`src/rtl/hex_display_scanner.sv`:
```
// Scans an N-digit common-anode 7-segment display: one digit per slot, nibble to hex7seg.
// Latency: outputs are combinational from registered state; a new value shows from the next frame.
// Backpressure: one pending buffer; value_ready_o is low until the frame boundary empties it.
//
// Ports:
//   clk_i, rst_i                  clock and synchronous active-high reset
//   value_i / value_valid_i /     hex value offered for display (nibble k -> digit k),
//   value_ready_o                 transferred on valid & ready
//   blank_lz_i                    blank leading zero digits (digit 0 never blanked)
//   dp_i                          decimal-point request per digit
//   digit_o                       nibble of the active digit (to hex7seg d3..d0)
//   anode_no, dp_no               active-low anode enables and decimal point
//   digit_idx_o                   current slot index
module hex_display_scanner #(
    parameter int NUM_DIGITS     = 4,
    parameter int REFRESH_CYCLES = 50000,
    parameter int GUARD_CYCLES   = 500
) (
    input  logic                    clk_i,
    input  logic                    rst_i,
    input  logic [4*NUM_DIGITS-1:0] value_i,
    input  logic                    value_valid_i,
    output logic                    value_ready_o,
    input  logic                    blank_lz_i,
    input  logic [NUM_DIGITS-1:0]   dp_i,
    output logic [3:0]              digit_o,
    output logic [NUM_DIGITS-1:0]   anode_no,
    output logic                    dp_no,
    output logic [2:0]              digit_idx_o
);

    localparam int CNT_W = $clog2(REFRESH_CYCLES);
    localparam logic [CNT_W-1:0] CNT_LAST   = CNT_W'(REFRESH_CYCLES - 1);
    localparam logic [CNT_W-1:0] GUARD_LAST = CNT_W'((GUARD_CYCLES > 0) ? GUARD_CYCLES - 1 : 0);
    localparam logic [2:0]       IDX_LAST   = 3'(NUM_DIGITS - 1);

    typedef enum logic {
        S_GUARD = 1'b0,
        S_DRIVE = 1'b1
    } state_t;

    // With no guard interval every slot starts directly in DRIVE.
    localparam state_t SLOT_START = (GUARD_CYCLES == 0) ? S_DRIVE : S_GUARD;

    state_t                  state;
    state_t                  state_nxt;
    logic [CNT_W-1:0]        cnt;
    logic [2:0]              idx;
    logic [4*NUM_DIGITS-1:0] disp;
    logic [4*NUM_DIGITS-1:0] pend;
    logic                    pend_full;

    logic slot_end;
    logic frame_end;
    logic accept;

    assign slot_end  = (cnt == CNT_LAST);
    assign frame_end = slot_end && (idx == IDX_LAST);
    assign accept    = value_valid_i && !pend_full;

    // State register
    always_ff @(posedge clk_i) begin
        if (rst_i) begin
            state <= SLOT_START;
        end else begin
            state <= state_nxt;
        end
    end

    // Next-state logic
    always_comb begin
        state_nxt = state;
        case (state)
            S_GUARD: if (cnt == GUARD_LAST) state_nxt = S_DRIVE;
            S_DRIVE: if (slot_end)          state_nxt = SLOT_START;
            default: state_nxt = SLOT_START;
        endcase
    end

    // Slot counter, digit index and the two value buffers
    always_ff @(posedge clk_i) begin
        if (rst_i) begin
            cnt       <= '0;
            idx       <= '0;
            disp      <= '0;
            pend      <= '0;
            pend_full <= 1'b0;
        end else begin
            if (slot_end) begin
                cnt <= '0;
                idx <= (idx == IDX_LAST) ? 3'd0 : idx + 3'd1;
            end else begin
                cnt <= cnt + 1'b1;
            end

            // A full pend cannot accept in the same cycle, so the boundary copy and
            // a new transfer never collide; a transfer on the boundary lands in pend only.
            if (frame_end && pend_full) begin
                disp      <= pend;
                pend_full <= 1'b0;
            end else if (accept) begin
                pend      <= value_i;
                pend_full <= 1'b1;
            end
        end
    end

    // Output logic
    logic [NUM_DIGITS-1:0] blank_mask;
    logic                  zero_run;
    logic                  cur_blank;
    logic                  cur_dp;
    logic                  drive_on;

    always_comb begin
        // Walk from the most significant digit down; a digit is a leading zero while
        // every nibble from it upward is zero.
        zero_run   = 1'b1;
        blank_mask = '0;
        for (int k = NUM_DIGITS - 1; k >= 0; k--) begin
            zero_run      = zero_run && (disp[4*k +: 4] == 4'h0);
            blank_mask[k] = blank_lz_i && zero_run && (k > 0);
        end

        digit_o   = 4'h0;
        cur_blank = 1'b0;
        cur_dp    = 1'b0;
        for (int k = 0; k < NUM_DIGITS; k++) begin
            if (idx == 3'(k)) begin
                digit_o   = disp[4*k +: 4];
                cur_blank = blank_mask[k];
                cur_dp    = dp_i[k];
            end
        end

        drive_on = (state == S_DRIVE) && !cur_blank;
        anode_no = '1;
        for (int k = 0; k < NUM_DIGITS; k++) begin
            if (drive_on && (idx == 3'(k))) anode_no[k] = 1'b0;
        end
        dp_no = drive_on ? !cur_dp : 1'b1;
    end

    assign value_ready_o = !pend_full;
    assign digit_idx_o   = idx;

endmodule

```
`config.mk`:
```
export PLATFORM = sky130hd
export DESIGN_NAME = hex_display_scanner
export DESIGN_NICKNAME = d
export VERILOG_FILES = /design/src/rtl/hex_display_scanner.sv
export SDC_FILE = /design/constraint.sdc
export NUM_CORES = 1
export LEC_CHECK = 0
export CORE_MARGIN = 4
export CORE_UTILIZATION = 57
export CTS_CLUSTER_DIAMETER = 40
export DETAILED_ROUTE_END_ITERATION = 16
export GPL_ROUTABILITY_DRIVEN = 0
export PLACE_DENSITY = 0.93
export SLEW_MARGIN = 25
export SYNTH_ARGS = -nofsm -noshare
export SYNTH_HDL_FRONTEND = slang
export SYNTH_SLANG_ARGS = --single-unit
export TNS_END_PERCENT = 5
```
`constraint.sdc`:
```
create_clock -name clk_i -period 6.3 [get_ports clk_i]
set_clock_uncertainty 0.2 [all_clocks]
set_input_delay 1.575 -clock clk_i [delete_from_list [all_inputs] [get_ports clk_i]]
set_output_delay 1.575 -clock clk_i [all_outputs]
set_load 0.05 [all_outputs]
```
**Yosys cells after proc, flatten, opt, wreduce, memory -nomap -nowiden**

Cells that the tools add are included.

- Add/sub/neg operators: 2
- Equal/unequal tests: 5
- Mux-type cells: 20
- Bitwise gates (word level): 2
- Reductions and logical operators: 23

Operators by type and width:

| cell | number |
|---|---|
| $add 16x1->16 const B | 1 |
| $eq 16x16->1 const B | 1 |
| $eq 16x9->1 const B | 1 |
| $mux 4 | 4 |
| $mux 1 | 14 |
| $logic_and 1x1->1 | 13 |
| $logic_not 4->1 | 3 |
| $eq 3x2->1 const B | 2 |
| $reduce_or 2->1 | 2 |
| $add 3x1->3 const B | 1 |
| $eq 3x1->1 const B | 1 |
| $logic_not 1->1 | 3 |
| $logic_not 3->1 | 1 |
| $mux 3 | 1 |
| $not 1->1 | 2 |
| $pmux 1 s2 | 1 |
| $reduce_and 2->1 | 1 |

- Bits in registers: 53
- Input bits: 24
- Output and inout bits: 13
- Word-level logic and storage cells: 58

**Depth between registers and ports, before layout**

Gate-level depths: netlist (run 1).

- Word-level depth: 11
- Gate-level depth with buffers: 7
- Depth with buffers taken out: 6

**Least setup slack after synthesis (run 1)**

Ideal clock, no wire load.

- Kind: register to output
- Start: reg idx[1] (netlist: digit_idx_o[1])
- End: out digit_o[0]
- Arrival: 2.622 ns
- Data required time: 4.525 ns
- Slack: 1.903 ns
- Cell stages (with the launch flop): 8
- Path buffers: 1
- Cells stage by stage: dfxtp_1 -> inv_1 -> ha_1 -> clkbuf_1 -> nand3b_1 -> a21oi_1 -> a21oi_1 -> o21ai_0

- Cells in the longest elaborated chain, start to end: 5
- Elaborated cells on any way between the ends: 8
- Classes of those cells: eq/ne (3); mux (4); reduce/logical (1)

RTL lines:

| what | line | source |
|---|---|---|
| start: declaration | 48 | `logic [2:0] idx;` |
| start signal: assignment | 91 | `idx <= (idx == IDX_LAST) ? 3'd0 : idx + 3'd1;` |
| $logic_not 3->1 | 129 | `if (idx == 3'(k)) begin` |
| $mux 4 (3 in series) | 129 |  |
| $mux 4 * | 129 |  |
| end: declaration | 26 | `output logic [3:0] digit_o,` |

Mark *: on every way between the ends. The rest lies on a longest branch, timed or not.

**Final worst setup path (run 1)**

- Start: in dp_i[1]
- End: out dp_no

- Cells in the longest elaborated chain, start to end: 5

RTL lines:

| what | line | source |
|---|---|---|
| start: declaration | 25 | `input logic [NUM_DIGITS-1:0] dp_i,` |
| $mux 1 (3 in series) | 129 |  |
| $logic_not 1->1 | 141 | `dp_no = drive_on ? !cur_dp : 1'b1;` |
| $mux 1 | 141 |  |
| end: declaration | 28 | `output logic dp_no,` |

No other way between the ends.

==> flow_summary.toml, run 1 <==
[pwr]
p_switching_uw = 134.6
leakagePower_nw = 0.9722
p_comb_frac = 0.065
internal-power_uw = 492.8
seq_power_share = 0.556
power_frac_clock = 0.379
p_per_area_nw_per_um2 = 217.1
p_sw_frac = 0.2146
peakVddDrop_mv = 0.1608

[synthesis]
synth_top_area_share = 0.4353
synth_top_cells_by_area = "dfxtp_1 44%, a21oi_1 9.2%, nand2_1 7.1%"
synth_edf_count = 0
synth_cells = 310
synthFlopType = "dfxtp_1"
ys_async_sr_fraction = 0
synth-warning-count = 0
syn_nets = 339
avgSynthCellArea_um2 = 7.862
synth_top_area_cell = "dfxtp_1"
synthesis.area_um2 = 2437
synth.distinct_cells = 32
synth_seq_cells = 53
seq_area_frac_synth = 0.4353

[clock_tree]
cts_tree = "built"
cts_root_buffer = "clkbuf_8"
htree_levels = 2
ctsHoldBuffers = 0
post-cts-setup-buffer-count = 0
clock_sinks = 53
cts-resized-gates = 0
cts_buffers = 5
clk_latency_ps = 310
clk_pin_slew_ps = 90
clockBufferDepth = 2

[critical_path]
crit_path_max_fanout = 1
worstSetupPathType = "input port to output port"
crit_arrival_ps = 3290
worstSetupStartpointType = "input port"
critPathCaptureType = "output port"
required_ps = 4530

[die]
start_util = 0.6007
die-area_um2 = 5386
ios = 37
die_w_um = 73.39
die_h_um = 73.39
core_um2 = 4058
fp-row-count = 23

[grt]
grt_overflow_total = 0
antenna_found_initial = 0
grt_usage = 0.2243
grt_pass1_wl_um = 9480
grt_pass1_vias = 2069
grt_max_degree = 40

[timing]
setup_viol = 0
final_max_slew_viol_count = 0
tightest_slew_ps = 1019
post-route-period-util = 0.8047
rsz0062_at_grt = "no"
relSlewSlack = 0.3193
fmax_mhz = 197.2
timing.hold.ws_ps = 262.1
finalHoldViolations = 0
layout_min_cycle_time_ps = 5070
setup_tns_ps = 0

[placed_design]
portBuffers = 36
dp_hpwl_um = 3841
dp.cells = 375

[drt]
drtIter0Drc = 254
viasPerCell = 6.057
routedWlPerCell_um = 14.98
totalWireLength_um = 5738
vias = 2320
first_pass_iters = 5
ant_nets = 0
drc = 0

[finish]
final_cells = 383
fin_util = 0.7123
n_antenna_cell = 0
syn_to_final_growth_pct = 18.58
nets = 361
drive_gt1_frac = 0.02703

[run]
maxCapViolCount = 0

[run_status]
status = "completed"

[hold_path]
min_path_type = "flop to flop"
-- cells in the final DEF, fill, tap and decap left out, types with 5 or more instances in the layout --
| cell type | Yosys | final |
|---|---|---|
| clkdlybuf4s50_1 | 0 | 36 |
| dfxtp_1 | 53 | 53 |
| nand2_1 | 46 | 46 |
| nor2_1 | 23 | 23 |
| xnor2_1 | 9 | 9 |
| a21oi_1 | 45 | 45 |
| nor4_1 | 8 | 8 |
| ha_1 | 5 | 5 |
| o21ai_0 | 22 | 22 |
| nand4_1 | 23 | 23 |
| clkbuf_8 | 0 | 6 |
| nand3_1 | 11 | 11 |
| inv_1 | 8 | 8 |
| xor2_1 | 5 | 5 |
-- cell type report --
cell class | count | area, µm²
clock buffers | 7 | 86.33
clock inverters | 1 | 30.03
fillers | 328 | 1167
inverters | 8 | 30.03
multi-input cells | 227 | 1252
flip-flops and latches | 53 | 1061
well taps | 50 | 62.56
repair buffers | 37 | 367.9
-- cells in the mapped netlist (all sizes together), types with 2 or more instances --
cell type	instances
nor2	23
xor2	5
o21ai	22
dfxtp	53
nor4	8
nor3	2
and4	2
buf	6
and2	2
ha	5
or4	4
nand2	46
nor2b	2
inv	8
nand3b	4
o211ai	4
xnor2	9
nor4bb	2
a21oi	45
nand3	11
clkbuf	16
nand4	23
-- worst paths after layout --
kind / depth (start not counted) / start / endpoint / slack, ps
hold reg to reg: 2 / pend[1]$_SDFFE_PP0P_ / pend[1]$_SDFFE_PP0P_ / 260
setup / recovery: 6 / dp_i[1] / dp_no / 1230
setup reg to reg: 4 / cnt[9]$_SDFF_PP0_ / state$_SDFF_PP0_ / 3100
hold / removal: 2 / pend[1]$_SDFFE_PP0P_ / pend[1]$_SDFFE_PP0P_ / 260
-- cell families after synthesis --
group,after synthesis,share of synthesized area
AND/OR/NAND/NOR,134,0.2777
buffers and inverters,30,0.05082
adder cells (fa/ha/maj),5,0.02567
AO/OA/AOI/OAI,74,0.1602
XOR/XNOR,14,0.05031
flip-flops,53,0.4353
-- power groups by stage --
stage,combinational [mW],sequential (mW),clock [mW]
2_1_floorplan,0.0228,0.354,0
3_3_place_gp,0.0390,0.356,0
3_5_place_dp,0.0402,0.356,0
4_1_cts,0.0405,0.349,0.239
5_1_grt,0.0450,0.350,0.253
6_report,0.0407,0.349,0.238
-- state kept, by name, summed over array words and instances, names as in the netlist --
signal / flops
pend_full: 1
cnt: 16
state: 1
digit_idx_o: 3
disp: 16
pend: 16
-- worst max-delay path: stages --
cell             delay [ps]
clkdlybuf4s50_1         400
a21oi_1                 120
o21ai_0                  90
a22o_1                  200
o211ai_1                 80
clkdlybuf4s50_1         820
-- layer usage --
layer | vias to the layer above | global-route usage | wire length [µm]
met5 | - | 0 | 0
met4 | 0 | 0.08652 | 74
met3 | 6 | 0.05882 | 493
met2 | 122 | 0.3446 | 2635
met1 | 1059 | 0.3017 | 2533
li1 | 1133 | - | -
-- through the flow --
stage / setup slack, ps / instance area (µm²) / total power, mW
6_report: 1230 / 2890 / 0.6274
5_1_grt: 1111 / 2890 / 0.6483
4_1_cts: 1225 / 2890 / 0.6285
3_5_place_dp: 1230 / 2774 / 0.3966
3_3_place_gp: 1249 / 2774 / 0.3952
2_1_floorplan: 1903 / 2437 / 0.3773
Power figures use the tool's default switching activity.
==> inputs of run 2 (changes only) <==
Settings changed: CORE_UTILIZATION 57 to 48, PLACE_DENSITY 0.93 to 0.84.
Clock period 6.3 ns to 4.1 ns, I/O delays scaled along.
==> flow_summary.toml, run 2 (synthesized netlist as in run 1, its figures left out) <==
[clock_tree]
clock_sinks = 53
htree_levels = 2
clockBufferDepth = 2
clk_latency_ps = 300
clk_pin_slew_ps = 90
cts_buffers = 5
cts-resized-gates = 0
ctsHoldBuffers = 0
cts_tree = "built"
cts_root_buffer = "clkbuf_8"
post-cts-setup-buffer-count = 0

[die]
die_h_um = 79.26
core_um2 = 4817
die_w_um = 79.26
fp-row-count = 25
start_util = 0.5060
ios = 37
die-area_um2 = 6282

[finish]
final_common_cell = "dfxtp_1"
final_cells = 400
fillers = 440
nets = 362
drive_gt1_frac = 0.04505
regArea_um2 = 1061
syn_to_final_growth_pct = 18.94
multi_input_area_um2 = 1255
layout_common_cells = "53 x dfxtp_1, 46 x nand2_1, 45 x a21oi_1"
fin_area_um2 = 2899
n_antenna_cell = 0
largestRegisters = "cnt x16, disp x16, pend x16"

[timing]
setup_viol = 0
relSlewSlack = 0.5033
fin_ws_ps = 277.4
post-route-period-util = 0.9323
tightest_slew_ps = 744.4
finalHoldViolations = 0
rsz0062_at_grt = "no"
fmax_mhz = 261.6
final_max_slew_viol_count = 0
timing.hold.ws_ps = 260.6
setup_tns_ps = 0
layout_min_cycle_time_ps = 3823

[grt]
grt_overflow_total = 0
grt_pass1_wl_um = 9522
grt_usage = 0.1880
antenna_found_initial = 0
grt_max_degree = 39
grt_pass1_vias = 2103

[critical_path]
worstSetupStartpointType = "flop"
critPathCaptureType = "output port"
required_ps = 2870
cp_top_family = "buffers and inverters"
path_buf_inv = 2
slowest_stage = "clkdlybuf4s50_1"
crit_path_max_fanout = 12
crit_top_cell = "a21oi_1"
worstSetupPathType = "flop to output port"
cp_cell_sequence = "inv_1, ha_1, nand3b_1, a21oi_1, a21oi_1, o21ai_0, clkdlybuf4s50_1"
slowest_delay_ps = 830
crit_arrival_ps = 2600

[drt]
viasPerCell = 5.675
first_pass_iters = 4
ant_nets = 0
drc = 0
totalWireLength_um = 5543
routedWlPerCell_um = 13.86
vias = 2270
drtIter0Drc = 202

[pwr]
leakagePower_nw = 0.9718
peakVddDrop_mv = 0.1600
p_per_area_nw_per_um2 = 323.0

[hold_path]
min_path_type = "flop to flop"

[placed_design]
placed_cell_area_um2 = 2793
dp.cells = 393
pre_cts_ws_ps = 376.3
dp_hpwl_um = 3808
portBuffers = 36

[run]
maxCapViolCount = 0

[run_status]
status = "completed"
==> run 2: path summary, 6_finish.rpt <==
kind | start | end | slack (ps) | depth (start not counted)
setup / recovery | digit_idx_o[1]$_SDFFE_PP0N_ | digit_o[0] | 280 | 7
hold / removal | pend[11]$_SDFFE_PP0P_ | pend[11]$_SDFFE_PP0P_ | 260 | 2
setup reg to reg | cnt[9]$_SDFF_PP0_ | state$_SDFF_PP0_ | 1570 | 5
hold reg to reg | pend[11]$_SDFFE_PP0P_ | pend[11]$_SDFFE_PP0P_ | 260 | 2
==> run 2: per-layer routing <==
layer / global-route usage / wire length, µm / vias to the layer above
li1: - / - / 1140
met1: 0.2426 / 2597 / 1043
met2: 0.3005 / 2429 / 78
met3: 0.04989 / 423 / 9
met4: 0.07045 / 93 / 0
met5: 0 / 0 / -
==> run 2: where the power goes <==
group / internal [mW] / switching [mW] / total (mW) / leakage (nW)
clock: 0.177 / 0.160 / 0.338 / 0.0540
sequential: 0.526 / 0.0102 / 0.537 / 0.430
combinational: 0.0318 / 0.0302 / 0.0619 / 0.488
total: 0.736 / 0.201 / 0.936 / 0.972
==> run 2: layout make-up <==
class,instances,share of cell area
multi-input cells,227,0.4329
flip-flops and latches,53,0.3660
repair buffers,38,0.1260
well taps,67,0.02892
clock buffers,5,0.02374
clock inverters,2,0.01208
inverters,8,0.01036
==> run 2: stage by stage <==
step | util | power, mW
finish | 0.6018 | 0.9363
floorplan | - | 0.5797
detailed placement | 0.5797 | 0.6097
global placement | 0.5797 | 0.6084
global route | 0.6018 | 0.9696
CTS | 0.6013 | 0.9399
==> run 2: tightest hold or removal path, stage by stage (launching register included) <==
cell,delay [ps]
dfxtp_1,320
nand2_1,50
a21oi_1,50
==> inputs of run 3 (changes only) <==
Settings changed: CAP_MARGIN set to 5.
==> results of run 3 <==
Same layout as run 2: the final DEF is identical, and so are final timing and power.
